### config.mk
export PLATFORM = sky130hd
export DESIGN_NAME = rc5_tx_scheduler
export DESIGN_NICKNAME = d
export VERILOG_FILES = /design/src/rtl/rc5_pkg.sv /design/src/rtl/rc5_key_arb.sv /design/src/rtl/rc5_tx_scheduler.sv
export SDC_FILE = /design/constraint.sdc
export NUM_CORES = 1
export LEC_CHECK = 0
export CORE_ASPECT_RATIO = 1.25
export CORE_UTILIZATION = 45
export DETAILED_ROUTE_END_ITERATION = 10
export PLACE_DENSITY = 0.73
export REMOVE_ABC_BUFFERS = 1
export SYNTH_ARGS = -nofsm -noshare
export SYNTH_HDL_FRONTEND = slang
export SYNTH_SLANG_ARGS = --single-unit
export TNS_END_PERCENT = 1
### constraint.sdc
create_clock -name clock -period 1.65 [get_ports clock]
set_input_delay 0.33 -clock clock [delete_from_list [all_inputs] [get_ports clock]]
set_output_delay 0.33 -clock clock [all_outputs]
set_load 0.1 [all_outputs]
### src/rtl/rc5_pkg.sv
// rc5_pkg: shared types, per-key command table and frame builder for the RC-5 transmit path.
// Latency: none; everything here is combinational helpers and constants.
// Backpressure: none.
// Build option: define RC5_EXTENDED_EN for 7-bit RC-5X commands (S2 carries ~cmd[6]).
package rc5_pkg;

  typedef enum logic [2:0] {
    IDLE,
    LAUNCH,
    WAIT_BUSY,
    WAIT_DONE,
    GAP
  } state_t;

  localparam int RC5_FRAME_W = 14;

`ifdef RC5_EXTENDED_EN
  localparam int RC5_CMD_W = 7;
`else
  localparam int RC5_CMD_W = 6;
`endif

  // Key index -> command code. Entries beyond the populated keys are never selected.
  function automatic logic [RC5_CMD_W-1:0] key_cmd(input logic [2:0] idx);
    logic [RC5_CMD_W-1:0] cmd;
    case (idx)
      3'd0:    cmd = RC5_CMD_W'(7'h07);
      3'd1:    cmd = RC5_CMD_W'(7'h07);
      3'd2:    cmd = RC5_CMD_W'(7'h04);
      3'd3:    cmd = RC5_CMD_W'(7'h00);
      3'd4:    cmd = RC5_CMD_W'(7'h3F);
      default: cmd = '0;
    endcase
    return cmd;
  endfunction

  // Frame layout, MSB first: {S1, S2, T, A[4:0], C[5:0]}.
  function automatic logic [RC5_FRAME_W-1:0] build_frame(input logic                 t,
                                                         input logic [4:0]           addr,
                                                         input logic [RC5_CMD_W-1:0] cmd);
`ifdef RC5_EXTENDED_EN
    return {1'b1, ~cmd[6], t, addr, cmd[5:0]};
`else
    return {1'b1, 1'b1, t, addr, cmd};
`endif
  endfunction

endpackage

### src/rtl/rc5_key_arb.sv
// rc5_key_arb: rising-edge detect on debounced keys plus lowest-index priority pick.
// Latency: press/press_idx are combinational from key_lvl against a 1-cycle registered copy.
// Backpressure: none; a press not consumed by the caller is simply lost.
// Ports: clock, reset_n (sync, active-low), key_lvl in; press (any rising edge), press_idx out.
module rc5_key_arb #(
  parameter int NUM_KEYS = 5
) (
  input  logic                clock,
  input  logic                reset_n,
  input  logic [NUM_KEYS-1:0] key_lvl,
  output logic                press,
  output logic [2:0]          press_idx
);

  logic [NUM_KEYS-1:0] key_prev;
  logic [NUM_KEYS-1:0] rise;

  always_ff @(posedge clock) begin
    if (!reset_n) begin
      key_prev <= '0;
    end else begin
      key_prev <= key_lvl;
    end
  end

  assign rise  = key_lvl & ~key_prev;
  assign press = |rise;

  // Scan from the top down so the lowest set index is the last one written.
  always_comb begin
    press_idx = 3'd0;
    for (int i = NUM_KEYS - 1; i >= 0; i--) begin
      if (rise[i]) press_idx = 3'(i);
    end
  end

endmodule

### src/rtl/rc5_tx_scheduler.sv
// rc5_tx_scheduler: turns key presses into RC-5 frames, repeating every REPEAT_PERIOD cycles while held.
// Latency: tx_start two cycles after the key edge when the encoder is idle; repeats exactly REPEAT_PERIOD apart.
// Backpressure: tx_busy high holds the launch; frames in flight always complete before release is honoured.
// Ports: clock, reset_n (sync, active-low), key_lvl, tx_busy in; tx_start, tx_frame, active_key, active, toggle out.
// Build option: RC5_EXTENDED_EN (see rc5_pkg) selects 7-bit commands; ports are unchanged.
module rc5_tx_scheduler
  import rc5_pkg::*;
#(
  parameter int         NUM_KEYS      = 5,
  parameter int         REPEAT_PERIOD = 11400000,
  parameter logic [4:0] RC5_ADDR      = 5'b00000
) (
  input  logic                   clock,
  input  logic                   reset_n,
  input  logic [NUM_KEYS-1:0]    key_lvl,
  input  logic                   tx_busy,
  output logic                   tx_start,
  output logic [RC5_FRAME_W-1:0] tx_frame,
  output logic [2:0]             active_key,
  output logic                   active,
  output logic                   toggle
);

  localparam int              CNT_W    = $clog2(REPEAT_PERIOD);
  localparam logic [CNT_W-1:0] CNT_MAX  = CNT_W'(REPEAT_PERIOD - 1);
  // GAP hands over to LAUNCH on the edge where the counter arrives at its
  // maximum, so the following tx_start lands exactly REPEAT_PERIOD after the last.
  localparam logic [CNT_W-1:0] CNT_EXIT = CNT_W'(REPEAT_PERIOD - 2);

  state_t           state;
  logic [CNT_W-1:0] cnt;
  logic             press;
  logic [2:0]       press_idx;
  logic [7:0]       keys_wide;
  logic             owner_held;

  rc5_key_arb #(
    .NUM_KEYS (NUM_KEYS)
  ) u_key_arb (
    .clock     (clock),
    .reset_n   (reset_n),
    .key_lvl   (key_lvl),
    .press     (press),
    .press_idx (press_idx)
  );

  assign keys_wide  = 8'(key_lvl);
  assign owner_held = keys_wide[active_key];

  always_ff @(posedge clock) begin
    if (!reset_n) begin
      state      <= IDLE;
      cnt        <= '0;
      tx_start   <= 1'b0;
      tx_frame   <= '0;
      active_key <= 3'd0;
      active     <= 1'b0;
      toggle     <= 1'b0;
    end else begin
      tx_start <= 1'b0;
      if (cnt != CNT_MAX) cnt <= cnt + 1'b1;

      case (state)
        IDLE: begin
          if (press) begin
            active_key <= press_idx;
            toggle     <= ~toggle;
            active     <= 1'b1;
            state      <= LAUNCH;
          end
        end
        LAUNCH: begin
          if (!tx_busy) begin
            tx_start <= 1'b1;
            tx_frame <= build_frame(toggle, RC5_ADDR, key_cmd(active_key));
            cnt      <= '0;
            state    <= WAIT_BUSY;
          end
        end
        WAIT_BUSY: begin
          if (tx_busy) state <= WAIT_DONE;
        end
        WAIT_DONE: begin
          if (!tx_busy) state <= GAP;
        end
        GAP: begin
          // Release wins over the period: drop ownership without waiting.
          if (!owner_held) begin
            active <= 1'b0;
            state  <= IDLE;
          end else if (cnt >= CNT_EXIT) begin
            state <= LAUNCH;
          end
        end
        default: state <= IDLE;
      endcase
    end
  end

endmodule
==> impl_metrics.tcl, run 1 <==
set metrics [dict create \
    numCtsBuffers 5 \
    gr-usage-all-layers_pct 21.2 \
    grt_max_degree 15 \
    drv_slew 0 \
    area_delta_synth_final_pct 36.1 \
    vdd_ir_drop_max_uv 570 \
    most-common-layout-cells "dfxtp_1 (38), buf_4 (37), nor2_1 (36), nand2_1 (20), buf_12 (15)" \
    syn_avg_cell_area_sq_um 8.77 \
    grt_overflow 0 \
    synth_area_leader_cell "dfxtp_1" \
    netlist_instances 251 \
    yosysWarnings 0 \
    dr_total_vias 1903 \
    p_switching_w 0.000987 \
    clk_pin_slew_ns 0.09 \
    port_buffers 22 \
    synth_top_area_share_pct 39.1 \
    rsz0062_at_grt "true" \
    die_area_sq_um 5180 \
    dp_hpwl_um 3790 \
    dp_cells 357 \
    fin_util_pct 63.4 \
    dr.pass1.iters 4 \
    power_frac_comb_pct 30.7 \
    ys_seq_area_share_pct 39.1 \
    io_pins 28 \
    max_freq_mhz 643 \
    clkPwrFrac_pct 28.9 \
    cap_violations 0 \
    min_period_ns 1.55 \
    synth-edff-count 0 \
    leakage_nw 1.17 \
    core_sq_um 4730 \
    routedWlPerCell_um 13.6 \
    outcome "complete, no violations" \
    clockBufferDepth 2 \
    row_count 28 \
    start_util_pct 46.6 \
    ys.flop_type "dfxtp_1" \
    period_share_pct 94.2 \
    grt_pass1_wl_um 8450 \
    synth_seq_cells 43 \
    cts_setup_buffers 0 \
    path_max_fanout 13 \
    synthTopCellsByArea "dfxtp_1 (39%), nor2_1 (6.1%), xnor2_1 (4.8%)" \
    antenna_left 0 \
    path_cells "and4_4 -> nand3_4 -> nor4_1 -> xnor2_1 -> nor2_1" \
    p_int_w 0.00188 \
    final_common_cell "dfxtp_1" \
    cts_tree "done" \
    first_iter_violations 69 \
    min-delay-path-class "reg2reg" \
    p_seq_share_pct 40.4 \
    gp_congestion 0.828 \
    antenna_found_initial 0 \
    p_sw_share_pct 34.4 \
    cts_root_buf "clkbuf_8" \
    fin_nets 314 \
    cts_htree_levels 2 \
    pwr_density_cell_nw_per_um2 958 \
    cp-end-kind "flop" \
    holdWs_ns 0.500 \
    report.final.setup_viol 0 \
    grt_pass1_vias 1914 \
    cts_sinks 43 \
    hold_buffers 0 \
    worstPathRequired_ns 1.85 \
    worst_path_max_delay_cell "nor4_1" \
    final_cells 365 \
    die_w_um 64.6 \
    wirelength_um 4970 \
    crit_type "reg2reg" \
    design_power_total_w 0.00287 \
    antenna_cells 0 \
    hold_viol 0 \
    clk_latency_ns 0.30 \
    die_h_um 80.2 \
    fin_worst_skew_ns 0.00723 \
    cp_data_arrival_time_ns 1.76 \
    critPathMaxStageDelay_ns 0.39 \
    drive_gt1_share_pct 29.2 \
    route.detailed.drc 0 \
    netlist_area_sq_um 2200 \
    synth.distinct_cells 49 \
    ys_async_sr_fraction_pct 0 \
    viasPerCell 5.21 \
    crit_path_start_kind "flop" \
]
==> final timing paths <==
path / from / cells past startpoint / end / slack [ns]
setup / recovery: cnt[9] / 5 / cnt[21] / 0.1
hold / removal: cnt[2] / 1 / cnt[2] / 0.50
setup reg to reg: cnt[9] / 5 / cnt[21] / 0.1
hold reg to reg: cnt[2] / 1 / cnt[2] / 0.50
==> per-stage QoR <==
| step | setup WS (ns) | cell area (sq um) | setup TNS [ns] |
|---|---|---|---|
| after CTS | 0.0440 | 2950 | 0 |
| after floorplan | -0.917 | 2100 | -6.73 |
| final | 0.0954 | 3000 | 0 |
| after detailed placement | -0.212 | 2830 | -3.40 |
| after global placement | -0.196 | 2830 | -2.97 |
| after global routing | -0.0286 | 3000 | -0.0327 |
==> flip-flops by register name (all words and copies together), names as in the netlist <==
signal              count
active_key              3
tx_start                1
toggle                  1
tx_frame                5
state                   3
cnt                    24
active                  1
u_key_arb.key_prev      5
==> synthesized netlist by cell type (5+ instances only) <==
master,n
dfxtp_1,43
nor2_1,36
nand2_1,20
a21oi_1,14
xnor2_1,12
buf_4,9
o21ai_0,9
nand4_1,8
inv_1,7
nand3_1,7
xor2_1,6
nor3_1,5
nor4_2,5
==> critical path: cells and delay by family (launching register included) <==
family        cells  cell delay, ns
xor+xnor          1            0.17
flops             1            0.38
simple gates      4            0.91
==> cell families after synthesis <==
logic type               Yosys count  synth area share, %
AO/OA/AOI/OAI                     40                 11.4
multiplexers                       4                 1.93
adder cells (fa/ha/maj)            3                 1.59
AND/OR/NAND/NOR                  117                 32.3
buffers and inverters             25                 6.36
flip-flops                        43                 39.1
other                              1                0.170
XOR/XNOR                          18                 7.16
==> metal layers <==
metal / global-route usage, % / up-vias / share of wire [%]
met2: 38.9 / 35 / 52
met1: 22.4 / 884 / 42
li1: - / 972 / -
met5: 0 / - / 0
met4: 10.7 / 0 / 3.1
met3: 4.83 / 12 / 3.0
==> power groups by stage <==
stage / clock, W / combinational (W) / sequential [W]
final: 0.000830 / 0.000880 / 0.00116
after detailed placement: 0 / 0.000878 / 0.00118
after global routing: 0.000907 / 0.000924 / 0.00117
after global placement: 0 / 0.000865 / 0.00118
after CTS: 0.000849 / 0.000880 / 0.00116
after floorplan: 0 / 0.000239 / 0.00146
==> final cells by class <==
class                      count  area [sq um]
clock buffer                   5          68.8
clock inverter                 3          43.8
fill                         406          1730
inverter                       7          26.3
multi-input combinational    187          1260
sequential                    43           867
tap                           60          75.1
timing repair buffer          60           659
==> timing repair <==
action | 4_1_cts | 5_1_grt
resized for setup | 3 | 9
cloned | 0 | 0
pin swaps | 0 | 2
endpoints found under the hold margin | 0 | 0
endpoints found under the setup margin | 3 | 7
No activity file was read; power rests on OpenSTA's default activity.
==> run 2: changes to the inputs <==
--- a/config.mk
+++ b/config.mk
@@ -5,10 +5,12 @@
 export SDC_FILE = /design/constraint.sdc
 export NUM_CORES = 1
 export LEC_CHECK = 0
+export CELL_PAD_IN_SITES_DETAIL_PLACEMENT = 0
+export CELL_PAD_IN_SITES_GLOBAL_PLACEMENT = 2
 export CORE_ASPECT_RATIO = 1.25
-export CORE_UTILIZATION = 45
+export CORE_UTILIZATION = 30
 export DETAILED_ROUTE_END_ITERATION = 10
-export PLACE_DENSITY = 0.73
+export PLACE_DENSITY = 0.78
 export REMOVE_ABC_BUFFERS = 1
 export SYNTH_ARGS = -nofsm -noshare
 export SYNTH_HDL_FRONTEND = slang
==> run 2 against run 1 <==
Compared with the run above: total power shrank 5.2%; wire length grew 5.0%; highest routed layer unchanged; first-iteration DRC count grew 8.7%.
==> impl_metrics.tcl, run 2 (synthesis gave the netlist of run 1 again) <==
set metrics [dict create \
    crit_path_start_kind "flop" \
    cts_sinks 43 \
    io_pins 28 \
    report.final.setup_viol 0 \
    whs_path_depth 2 \
    hold_buffers 0 \
    cp-end-kind "flop" \
    drive_gt1_share_pct 28.7 \
    p_seq_share_pct 42.5 \
    grt_pass1_wl_um 9090 \
    gr-usage-all-layers_pct 14.9 \
    core_sq_um 7020 \
    grt_pass1_vias 1935 \
    timing.final.ws_setup_ns 0.104 \
    crit_type "reg2reg" \
    die_area_sq_um 7690 \
    dr_total_vias 1918 \
    row_count 34 \
    gp_congestion 0.781 \
    pwr_density_cell_nw_per_um2 890 \
    worstHoldStart "tx_frame[11]" \
    cts_root_buf "clkbuf_8" \
    p_int_w 0.00176 \
    drv_slew 0 \
    cts_tree "done" \
    rr_startpoint "cnt[3]" \
    holdWs_ns 0.509 \
    largestRegisters "cnt: 24 flops, tx_frame: 5 flops, u_key_arb.key_prev: 5 flops" \
    outcome "complete, no violations" \
    p_sw_share_pct 35.2 \
    regMostFlops "cnt" \
    final_common_cell "buf_4" \
    max_freq_mhz 647 \
    dp_hpwl_um 3920 \
    fin_worst_skew_ns 0.00990 \
    p_switching_w 0.000957 \
    design_power_total_w 0.00272 \
    die_h_um 97.8 \
    clkPwrFrac_pct 24.8 \
    clockBufferDepth 2 \
    n_fill_cell 726 \
    worstReg2RegEnd "cnt[3]" \
    power_frac_comb_pct 32.6 \
    first_iter_violations 75 \
    leakage_nw 1.20 \
    min_period_ns 1.55 \
    path_max_fanout 8 \
    start_util_pct 31.4 \
    period_share_pct 93.7 \
    area_delta_synth_final_pct 38.8 \
    cts_setup_buffers 0 \
    viasPerCell 4.80 \
    r2r_setup_slack_ns 0.10 \
    clk_latency_ns 0.29 \
    hold_end "tx_frame[11]" \
    numCtsBuffers 5 \
    largest_register_ffs 24 \
    final_cells 400 \
    min-delay-path-class "reg2reg" \
    wirelength_um 5210 \
    vdd_ir_drop_max_uv 446 \
    hold_viol 0 \
    route.detailed.drc 0 \
    worstPathRequired_ns 1.88 \
    rsz0062_at_grt "true" \
    r2r_cells 6 \
    antenna_left 0 \
    routedWlPerCell_um 13.0 \
    cap_violations 0 \
    dp_slack_ns -0.225 \
    antenna_cells 0 \
    most-common-layout-cells "buf_4 (43), dfxtp_1 (42), nor2_1 (36), nand2_1 (20), buf_12 (16)" \
    grt_overflow 0 \
    dr.pass1.iters 4 \
    fin_nets 320 \
    cp_data_arrival_time_ns 1.77 \
    cts_htree_levels 2 \
    dp_cells 393 \
    die_w_um 78.6 \
    antenna_found_initial 0 \
    port_buffers 22 \
    clk_pin_slew_ns 0.08 \
    grt_max_degree 21 \
]
-- run 2: cell types whose count changed in the layout (fill, tap and decap cells not counted), moves of 2 or more --
cell and delta:
nor4_2 -3, buf_4 +6, dfxtp_1 +4, dfxtp_2 -4, nor4_1 +2
-- run 2: power groups by stage --
stage / combinational, W / sequential (W) / clock [W]
after global placement: 0.000887 / 0.00118 / 0
final: 0.000887 / 0.00116 / 0.000675
after CTS: 0.000889 / 0.00116 / 0.000722
after global routing: 0.000940 / 0.00117 / 0.000761
after floorplan: 0.000239 / 0.00146 / 0
after detailed placement: 0.000887 / 0.00118 / 0
-- run 2: how the worst max path moves through the flow --
| stage | start | to | slack [ns] | cells after the start |
|---|---|---|---|---|
| after floorplan | tx_frame[5] | tx_frame[5] | -0.92 | 2 |
| after global placement | key_lvl[3] | state[2] | -0.24 | 6 |
| after detailed placement | key_lvl[2] | state[2] | -0.23 | 6 |
| after CTS | cnt[22] | cnt[3] | 0.05 | 6 |
| after global routing | cnt[5] | cnt[3] | -0.02 | 6 |
| final | cnt[3] | cnt[3] | 0.10 | 6 |
-- run 2: repair_timing --
item                       in CTS  in global routing
setup endpoints to repair       1                  7
pin swaps                       0                  1
resized for setup               1                  5
-- run 2: final cells by class --
| cell class | instances | area, sq um | area share [%] |
|---|---|---|---|
| clock buffers | 6 | 82.6 | 2.70 |
| repair buffers | 66 | 713 | 23.3 |
| inverters | 7 | 26.3 | 0.860 |
| well taps | 90 | 113 | 3.68 |
| flip-flops and latches | 43 | 862 | 28.2 |
| clock inverters | 1 | 5.00 | 0.164 |
| multi-input cells | 187 | 1250 | 41.1 |
-- run 2: layer usage --
layer / vias up / part of all wire [%] / GRT usage [%]
met5: - / 0 / 0
met4: 0 / 1.9 / 4.99
met3: 8 / 2.8 / 2.99
met2: 30 / 51 / 25.7
met1: 897 / 44 / 18.2
li1: 983 / - / -
-- run 2: critical path, cell delays in order, from the launching register on --
cell and delay, ns:
dfxtp_1 0.34, and4_2 0.32, nand2_4 0.13, nand4bb_1 0.21, buf_4 0.18, nand4_1 0.12, mux2i_1 0.18
-- run 2: stage by stage --
step	setup TNS [ns]	cell area, sq um	util, %
2_1_floorplan	-6.73	2100	-
3_3_place_gp	-4.22	2930	41.7
3_5_place_dp	-4.01	2930	41.7
4_1_cts	0	3020	43.0
5_1_grt	-0.0198	3060	43.5
6_report	0	3060	43.5
